**config.mk**
```make
export PLATFORM = sky130hd
export DESIGN_NAME = accumulator_bus_controller
export DESIGN_NICKNAME = d
export VERILOG_FILES = /design/src/rtl/accumulator_bus_controller.sv
export SDC_FILE = /design/constraint.sdc
export NUM_CORES = 1
export LEC_CHECK = 0
export ABC_CLOCK_PERIOD_IN_PS = 5300
export CAP_MARGIN = 0
export CORE_UTILIZATION = 55
export DETAILED_ROUTE_END_ITERATION = 6
export DONT_BUFFER_PORTS = 1
export PLACE_DENSITY = 0.7
export SYNTH_ARGS = -nofsm -noshare
export SYNTH_HDL_FRONTEND = slang
export SYNTH_SLANG_ARGS = --single-unit
```
**constraint.sdc**
```tcl
create_clock -name clk -period 5.3 [get_ports clk]
set_input_delay 0.795 -clock clk [delete_from_list [all_inputs] [get_ports clk]]
set_output_delay 0.795 -clock clk [all_outputs]
set_load 0.02 [all_outputs]
```
**src/rtl/accumulator_bus_controller.sv**
```systemverilog
// Bus arbiter and operand-memory sequencer for a cluster of accumulator
// processors. Operands live in a circular memory: FETCH pops from rd_ptr,
// SEND pushes a partial sum at wr_ptr. Each processor does two FETCHes and
// one SEND per step, so operands are reserved in pairs to avoid deadlock.
module accumulator_bus_controller #(
    parameter int NUM_PROC = 4,
    parameter int DATA_W   = 32,
    parameter int ADDR_W   = 8
) (
    input  logic                clk,
    input  logic                reset,
    input  logic                start,
    input  logic [ADDR_W-1:0]   init_count,
    input  logic [NUM_PROC-1:0] req,
    output logic [NUM_PROC-1:0] grant,
    input  logic [1:0]          op,
    output logic                signal,
    output logic [DATA_W-1:0]   read,
    input  logic [DATA_W-1:0]   write,
    output logic [ADDR_W-1:0]   mem_addr,
    output logic                mem_re,
    output logic                mem_we,
    output logic [DATA_W-1:0]   mem_wdata,
    input  logic [DATA_W-1:0]   mem_rdata,
    output logic [ADDR_W:0]     avail,
    output logic                done,
    output logic                proto_err
);

    localparam int IDX_W = (NUM_PROC > 1) ? $clog2(NUM_PROC) : 1;
    localparam int AW1   = ADDR_W + 1;

    localparam logic [1:0] OP_FETCH = 2'b01;
    localparam logic [1:0] OP_SEND  = 2'b10;

    typedef enum logic [2:0] {
        S_IDLE, S_ARB, S_WAIT_OP, S_RD, S_FETCH_ACK, S_WR, S_DONE
    } state_t;

    state_t              r_state;
    logic [NUM_PROC-1:0] r_grant;
    logic                r_signal;
    logic [ADDR_W-1:0]   r_mem_addr;
    logic                r_mem_re;
    logic                r_mem_we;
    logic [DATA_W-1:0]   r_mem_wdata;
    logic [ADDR_W:0]     r_avail;
    logic [ADDR_W:0]     r_reserved;
    logic                r_done;
    logic                r_proto_err;
    logic [ADDR_W-1:0]   r_rd_ptr;
    logic [ADDR_W-1:0]   r_wr_ptr;
    logic [IDX_W-1:0]    r_rr_ptr;
    logic [1:0]          r_phase [NUM_PROC];

    logic [ADDR_W:0]     w_free;
    logic [NUM_PROC-1:0] w_elig;
    logic                w_all_idle;
    logic                w_pick_vld;
    logic [IDX_W-1:0]    w_pick_idx;
    logic                w_eff_fetch;
    logic                w_op_valid;
    logic                w_op_bad;

    assign grant     = r_grant;
    assign signal    = r_signal;
    assign mem_addr  = r_mem_addr;
    assign mem_re    = r_mem_re;
    assign mem_we    = r_mem_we;
    assign mem_wdata = r_mem_wdata;
    assign avail     = r_avail;
    assign done      = r_done;
    assign proto_err = r_proto_err;

    // Fetched data is only presented while the fetch strobe is up.
    assign read = (r_state == S_FETCH_ACK) ? mem_rdata : '0;

    // Operands not yet promised to a processor that is mid-step.
    assign w_free = r_avail - r_reserved;

    // The granted processor's phase decides what the transfer really is.
    assign w_eff_fetch = (r_phase[r_rr_ptr] != 2'd2);
    assign w_op_valid  = (op == OP_FETCH) || (op == OP_SEND);
    assign w_op_bad    = ((op == OP_FETCH) && !w_eff_fetch) ||
                         ((op == OP_SEND) && w_eff_fetch);

    // Eligibility: mid-step processors always, fresh ones only if a pair is free.
    always_comb begin
        w_elig     = '0;
        w_all_idle = 1'b1;
        for (int i = 0; i < NUM_PROC; i++) begin
            w_elig[i] = req[i] && ((r_phase[i] != 2'd0) || (w_free >= AW1'(2)));
            if (r_phase[i] != 2'd0) begin
                w_all_idle = 1'b0;
            end
        end
    end

    // Round-robin pick: first eligible requester after the last grantee.
    always_comb begin
        int j;
        j          = 0;
        w_pick_vld = 1'b0;
        w_pick_idx = '0;
        for (int k = 1; k <= NUM_PROC; k++) begin
            j = (int'(r_rr_ptr) + k) % NUM_PROC;
            if (!w_pick_vld && w_elig[IDX_W'(j)]) begin
                w_pick_vld = 1'b1;
                w_pick_idx = IDX_W'(j);
            end
        end
    end

    // Main sequencer: arbitration, transfer handshakes and operand bookkeeping.
    always_ff @(posedge clk or posedge reset) begin
        if (reset) begin
            r_state     <= S_IDLE;
            r_grant     <= '0;
            r_signal    <= 1'b0;
            r_mem_addr  <= '0;
            r_mem_re    <= 1'b0;
            r_mem_we    <= 1'b0;
            r_mem_wdata <= '0;
            r_avail     <= '0;
            r_reserved  <= '0;
            r_done      <= 1'b0;
            r_proto_err <= 1'b0;
            r_rd_ptr    <= '0;
            r_wr_ptr    <= '0;
            r_rr_ptr    <= '0;
            for (int i = 0; i < NUM_PROC; i++) begin
                r_phase[i] <= 2'd0;
            end
        end else begin
            case (r_state)
                S_IDLE: begin
                    if (start) begin
                        r_rd_ptr   <= '0;
                        r_wr_ptr   <= init_count;
                        r_avail    <= {1'b0, init_count};
                        r_reserved <= '0;
                        r_state    <= S_ARB;
                    end
                end
                S_ARB: begin
                    if (w_all_idle && (r_avail <= AW1'(1))) begin
                        r_done  <= 1'b1;
                        r_state <= S_DONE;
                    end else if (w_pick_vld) begin
                        r_grant  <= NUM_PROC'(1) << w_pick_idx;
                        r_rr_ptr <= w_pick_idx;
                        if (r_phase[w_pick_idx] == 2'd0) begin
                            r_reserved <= r_reserved + AW1'(2);
                        end
                        r_state <= S_WAIT_OP;
                    end
                end
                S_WAIT_OP: begin
                    if (w_op_valid) begin
                        if (w_op_bad) begin
                            r_proto_err <= 1'b1;
                        end
                        if (w_eff_fetch) begin
                            r_mem_re   <= 1'b1;
                            r_mem_addr <= r_rd_ptr;
                            r_state    <= S_RD;
                        end else begin
                            r_mem_we    <= 1'b1;
                            r_mem_addr  <= r_wr_ptr;
                            r_mem_wdata <= write;
                            r_signal    <= 1'b1;
                            r_state     <= S_WR;
                        end
                    end
                end
                S_RD: begin
                    r_mem_re <= 1'b0;
                    r_signal <= 1'b1;
                    r_state  <= S_FETCH_ACK;
                end
                S_FETCH_ACK: begin
                    r_signal            <= 1'b0;
                    r_grant             <= '0;
                    r_rd_ptr            <= r_rd_ptr + ADDR_W'(1);
                    r_avail             <= r_avail - AW1'(1);
                    r_reserved          <= r_reserved - AW1'(1);
                    r_phase[r_rr_ptr]   <= r_phase[r_rr_ptr] + 2'd1;
                    r_state             <= S_ARB;
                end
                S_WR: begin
                    r_mem_we          <= 1'b0;
                    r_signal          <= 1'b0;
                    r_grant           <= '0;
                    r_wr_ptr          <= r_wr_ptr + ADDR_W'(1);
                    r_avail           <= r_avail + AW1'(1);
                    r_phase[r_rr_ptr] <= 2'd0;
                    r_state           <= S_ARB;
                end
                S_DONE: begin
                    r_grant <= '0;
                end
                default: begin
                    r_state <= S_IDLE;
                end
            endcase
        end
    end

endmodule

```
==> flow_metrics.tcl, run 1 <==
set metrics [dict create \
    status "complete, no violations" \
    rsz0062_at_grt "false" \
    wirelength_um 14600 \
    num_rows 37 \
    slowest_stage "dfrtp_1" \
    fin_ws_ns 0.598 \
    portBuffers 0 \
    ff_latch_area_mm2 0.00240 \
    finalInstanceArea_mm2 0.00621 \
    io-pin-count 171 \
    place_ws_ns 0.671 \
    num-fill-cells 889 \
    end_kind "flip-flop" \
    grt_pass1_wl_um 23400 \
    power_frac_clock_pct 11.7 \
    dieArea_mm2 0.0112 \
    worstMarginPinSlew_ns 1.20 \
    yosys.area_share.simple_pct 18.4 \
    grt_max_degree 61 \
    multi_input_area_mm2 0.00328 \
    synth_edf_count 0 \
    clock_latency_ns 0.37 \
    cellLeakagePower_uw 0.00280 \
    swShare_pct 49.8 \
    dp_hpwl_um 10800 \
    drtIter0Drc 344 \
    synth_compound_area_share_pct 18.8 \
    cp_max_fo 13 \
    p_comb_share_pct 49.1 \
    ant_nets 0 \
    sequentialPowerShare_pct 39.2 \
    synthAdderAreaFrac_pct 5.20 \
    wl_per_cell_um 19.0 \
    slew_violations 0 \
    drive_gt1_share_pct 13.8 \
    hp-class "flip-flop to flip-flop" \
    async_flop_share_pct 100 \
    finClkSkew_ns 0.0185 \
    ys.flop_type "dfrtp_1" \
    yosys-mux-area-fraction_pct 11.9 \
    antenna_found_initial 0 \
    gp_congestion 0.884 \
    ctsHtreeMaxLevel 3 \
    setup-violations-final 0 \
    start_util_pct 57.0 \
    synth-seq-area-share_pct 40.6 \
    nets 732 \
    power_switching_uw 1940 \
    path_cells "ha_1 > a21oi_1 > o21ai_1 > nor3_1 > o22ai_1 > o41a_1 > mux4_2 > a311o_1 > mux2i_4 > mux2i_2 > and3_4 > o22a_1" \
    synth_cell_types 72 \
    grt.overflow.total 0 \
    worstPathRequired_ns 5.60 \
    min_period_ns 4.70 \
    syn2layout_area_growth_pct 5.01 \
    ff2ff_path_depth 12 \
    cts_resized 0 \
    totalPowerFinal_uw 3900 \
    grt_pass1_vias 4710 \
    drcViolationCount 0 \
    clk_pin_slew_ns 0.10 \
    crit_buf_inv 0 \
    ff2ff_setup_slack_ns 0.60 \
    synthCells 638 \
    numClockSinks 96 \
    syn_nets 743 \
    netlist_area_mm2 0.00592 \
    syn_area_per_cell_um2 9.27 \
    whs_path_depth 1 \
    vias_per_cell 6.52 \
    power_density_mw_per_mm2 627 \
    synth-seq-cells 96 \
    core_area_mm2 0.0104 \
    drtPass1Iterations 5 \
    tns_ns 0 \
    num_vias 5009 \
    internal_power_uw 1960 \
    cts_post_setup_buffers_inserted 0 \
    placed_area_mm2 0.00603 \
    maxCapViolCount 0 \
    final_hold_viol_count 0 \
    finalCritPeriodShare_pct 88.7 \
    fp.dieH_um 106 \
    antenna_cells 0 \
    cp-start-kind "flip-flop" \
    yosysTopAreaCellShare_pct 40.6 \
    fmax_ghz 0.213 \
    synth_xor_area_share_pct 1.04 \
    clockBufferDepth 2 \
    peakVddDrop_mv 0.320 \
    numCtsBuffers 9 \
    cts_tree "built" \
    cts-root-buf "clkbuf_8" \
    cts_hold_buf 0 \
    yosys.area.top_type "dfrtp_1" \
    critPathTopFamily "compound AO/OA/AOI/OAI gates" \
    synth_top_family_by_area "compound AO/OA/AOI/OAI gates" \
    grt_use_total_pct 26.3 \
    die_width_um 106 \
    relSlewSlack_pct 19.7 \
    cp_data_arrival_time_ns 5.00 \
    cp_num_cells 12 \
    ys_warn_count 0 \
    criticalPathCategory "flip-flop to flip-flop" \
    cpPeakStageDelay_ns 0.76 \
    synth_area_leaders "dfrtp_1, mux2_2, ha_1" \
]
Yosys cell counts, drive strengths merged (4+ instances only):
library cell and instances:
o211ai 6, nand3 12, clkbuf 27, ha 23, nor4 4, nor2 53, dfrtp 96, o22a 6
a211oi 4, buf 6, o22ai 11, nor3 22, nand2b 5, nor2b 4, mux2 41, nand2 59
a22oi 6, and3 35, inv 26, o41a 4, a21oi 44, xor2 4, a31oi 15, or2 8
o21ai 41, nand4 7, mux2i 16
cell families after synthesis:
group | after synthesis
and+or+nand+nor | 222
xor gates and xnor gates | 7
AOI/OAI and AO/OA | 170
buffers and inverters | 59
muxes | 60
adders and majority gates | 24
DFF | 96
power groups by stage:
stage          Combinational, uW  Clock [uW]  Sequential, uW
4_1_cts                     1910         466            1530
5_1_grt                     2150         494            1570
3_3_place_gp                1850           0            1530
3_5_place_dp                1900           0            1540
2_1_floorplan               1570           0            1440
6_report                    1920         456            1530
placed cells by master, fill, tap and decap left out, types with 5 or more instances in the layout:
cell type  count
mux2i_1       14
buf_4         11
and3_1        34
nand2b_1       5
o22a_1         6
a21oi_1       44
nand3_1       12
o211ai_1       6
mux2_2        41
nor3_1        21
inv_1         24
dfrtp_1       96
or2_2          6
nand2_1       59
nor2_1        53
nand4_1        7
a22oi_1        6
o21ai_0       38
ha_1          23
clkbuf_8       9
o22ai_1       10
a31oi_1       15
state kept, by name, indices dropped and copies added (netlist names):
| name | flops |
|---|---|
| mem_wdata | 32 |
| avail | 9 |
| r_reserved | 9 |
| mem_addr | 8 |
| r_phase | 8 |
| r_rd_ptr | 8 |
| r_wr_ptr | 8 |
| grant | 4 |
| r_state | 3 |
| r_rr_ptr | 2 |
| done | 1 |
| mem_re | 1 |
| mem_we | 1 |
| proto_err | 1 |
| signal | 1 |
per-stage QoR:
step                      util (%)  cells  hold slack [ns]
final                         59.9    768            0.498
after global routing          59.9    768            0.549
after CTS                     59.9    768            0.500
after detailed placement      58.2    752            0.486
after global placement        58.2    752            0.471
after floorplan                  -    638            0.456
per-layer routing:
metal	wire length, um	vias to the layer above	GRT usage (%)
li1	-	2324	-
met1	6250	2401	34.4
met2	7000	258	44.3
met3	1060	26	4.45
met4	302	0	8.73
met5	0	-	0
area by class of cell:
class                      instances  share of cell area (%)
sequential                        96                    38.7
clock inverter                     6                   0.806
multi-input combinational        483                    52.8
timing repair buffer              11                    1.33
tap                              136                    2.74
inverter                          26                    1.59
clock buffer                      10                    2.05
worst paths after layout:
kind	from	to
setup / recovery	avail[4]$_DFFE_PP0P_	r_reserved[3]$_DFFE_PP0P_
hold / removal	r_rd_ptr[7]$_DFFE_PP0P_	r_rd_ptr[7]$_DFFE_PP0P_
setup reg to reg	avail[4]$_DFFE_PP0P_	r_reserved[3]$_DFFE_PP0P_
hold reg to reg	r_rd_ptr[7]$_DFFE_PP0P_	r_rd_ptr[7]$_DFFE_PP0P_
max in group asynchronous	reset	r_reserved[6]$_DFFE_PP0P_
min in group asynchronous	reset	mem_wdata[20]$_DFFE_PP0P_
Note: power is estimated with default switching activity, not from simulation.
==> run 2, diff against run 1 <==
Settings changed: CORE_MARGIN set to 3.
==> run 2 against run 1 <==
Combinational power barely moved. Register-to-register slack gained 0.13 ns. Power rose by 2.7%. Final cell count did not move. Sequential share of layout area is 0.32 points lower. Via count fell by 1.8%. Sequential power about the same. Maximum frequency rose by 2.8%. First-iteration DRC count is 4.9% higher. Clock skew is 0.0078 ns lower. Critical endpoint is now r_reserved[6]$_DFFE_PP0P_.
==> flow_metrics.tcl, run 2 (same netlist as run 1, synthesis figures left out) <==
set metrics [dict create \
    status "complete, no violations" \
    peakVddDrop_mv 0.284 \
    fmax_ghz 0.219 \
    wl_per_cell_um 19.2 \
    num_vias 4919 \
    vias_per_cell 6.40 \
    setup-violations-final 0 \
    io-pin-count 171 \
    cts_tree "built" \
    portBuffers 0 \
    min_period_ns 4.57 \
    antenna_cells 0 \
    hp-class "primary input to async pin" \
    placed_area_mm2 0.00604 \
    cts_post_setup_buffers_inserted 0 \
    cp_data_arrival_time_ns 4.83 \
    num_rows 37 \
    clock_latency_ns 0.38 \
    cts_hold_buf 0 \
    final_hold_viol_count 0 \
    drtIter0Drc 361 \
    finalCritPeriodShare_pct 86.3 \
    dieArea_mm2 0.0120 \
    final_cell_mix "dfrtp_1, nand2_1, nor2_1" \
    grt_pass1_vias 4656 \
    fin_cells 768 \
    core_area_mm2 0.0104 \
    wirelength_um 14800 \
    ctsHtreeMaxLevel 3 \
    numCtsBuffers 9 \
    rsz0062_at_grt "false" \
    cts-root-buf "clkbuf_8" \
    dp_cells 752 \
    grt_max_degree 72 \
    fin_ws_ns 0.726 \
    finClkSkew_ns 0.0108 \
    syn2layout_area_growth_pct 5.88 \
    cellLeakagePower_uw 0.00282 \
    clockBufferDepth 2 \
    antenna_found_initial 0 \
    relSlewSlack_pct 20.4 \
    cts_resized 0 \
    die_width_um 110 \
    final_common_cell "dfrtp_1" \
    start_util_pct 57.0 \
    finalInstanceArea_mm2 0.00626 \
    fp.dieH_um 110 \
    cpPeakStageDelay_ns 0.75 \
    largest_reg_flops 32 \
    cp_max_fo 13 \
    gp_congestion 0.908 \
    worstPathRequired_ns 5.56 \
    power_density_mw_per_mm2 639 \
    grt_use_total_pct 24.5 \
    maxCapViolCount 0 \
    worstMarginPinSlew_ns 1.19 \
    grt_pass1_wl_um 22900 \
    criticalPathCategory "flip-flop to flip-flop" \
    slew_violations 0 \
    end_kind "flip-flop" \
    numClockSinks 96 \
    place_ws_ns 0.780 \
    drcViolationCount 0 \
    slowest_stage "dfrtp_1" \
    drtPass1Iterations 5 \
    drive_gt1_share_pct 13.9 \
    nets 732 \
    dp_hpwl_um 11000 \
    cp-start-kind "flip-flop" \
    clk_pin_slew_ns 0.11 \
    tns_ns 0 \
    path_cells "ha_1 > a21oi_1 > and3b_1 > o22ai_1 > o41a_1 > mux4_2 > a311o_1 > mux2i_4 > mux2i_2 > and3_4 > o32ai_2" \
    grt.overflow.total 0 \
    ant_nets 0 \
]
-- run 2: cell types whose count changed in the layout (fill, tap and decap cells not counted), sizes merged --
| cell | change |
|---|---|
| clkinv | -1 |
| bufinv | +2 |
| clkinvlp | +1 |
| clkbuf | -1 |
| inv | -1 |
-- run 2: per-layer routing --
layer	track usage [%]	part of all wire [%]
met1	31.7	43
met3	4.87	8.3
met4	8.01	1.7
met2	41.2	47
met5	0	0
-- run 2: final timing paths --
kind                                               from                        end  slack [ns]  cells past startpoint
worst max register to register     avail[5]$_DFFE_PP0P_  r_reserved[6]$_DFFE_PP0P_        0.73                     11
worst min register to register  r_rd_ptr[7]$_DFFE_PP0P_    r_rd_ptr[7]$_DFFE_PP0P_        0.52                      1
worst max-delay path               avail[5]$_DFFE_PP0P_  r_reserved[6]$_DFFE_PP0P_        0.73                     11
max in group asynchronous                         reset  mem_wdata[16]$_DFFE_PP0P_        3.84                      2
worst min-delay path                              reset    r_rd_ptr[7]$_DFFE_PP0P_        0.24                      1
min in group clk                r_rd_ptr[7]$_DFFE_PP0P_    r_rd_ptr[7]$_DFFE_PP0P_        0.52                      1
-- run 2: critical path, delay by kind of cell (launching register included) --
family	cells	cell delay, ns
compound gates	5	1.48
fa+ha+maj	1	0.39
flops	1	0.75
mux	3	1.30
simple gates	2	0.54
-- run 2: final cells by class --
cell class              instances  area, um2
well taps                     136        170
inverters                      26        100
repair buffers                 11       82.6
clock inverters                 7        104
clock buffers                   9        124
multi-input cells             483       3280
fillers                       875       4110
flip-flops and latches         96       2400
-- run 2: report_power, final --
part           switching (uW)  internal [uW]
combinational            1150            769
sequential                520           1010
clock                     280            271
total                    1950           2050
-- run 2: stage by stage --
step | utilization, % | power, uW | hold WS [ns]
after floorplan | - | 3010 | 0.456
after global routing | 60.4 | 4320 | 0.246
final | 60.4 | 4000 | 0.235
after detailed placement | 58.2 | 3450 | 0.500
after CTS | 60.4 | 4010 | 0.241
after global placement | 58.2 | 3370 | 0.487
==> run 3, diff against run 2 <==
Settings changed: CTS_CLUSTER_SIZE set to 30, TNS_END_PERCENT set to 5.
==> results of run 3 <==
The final DEF is identical to that of run 2; final timing and power are the same.
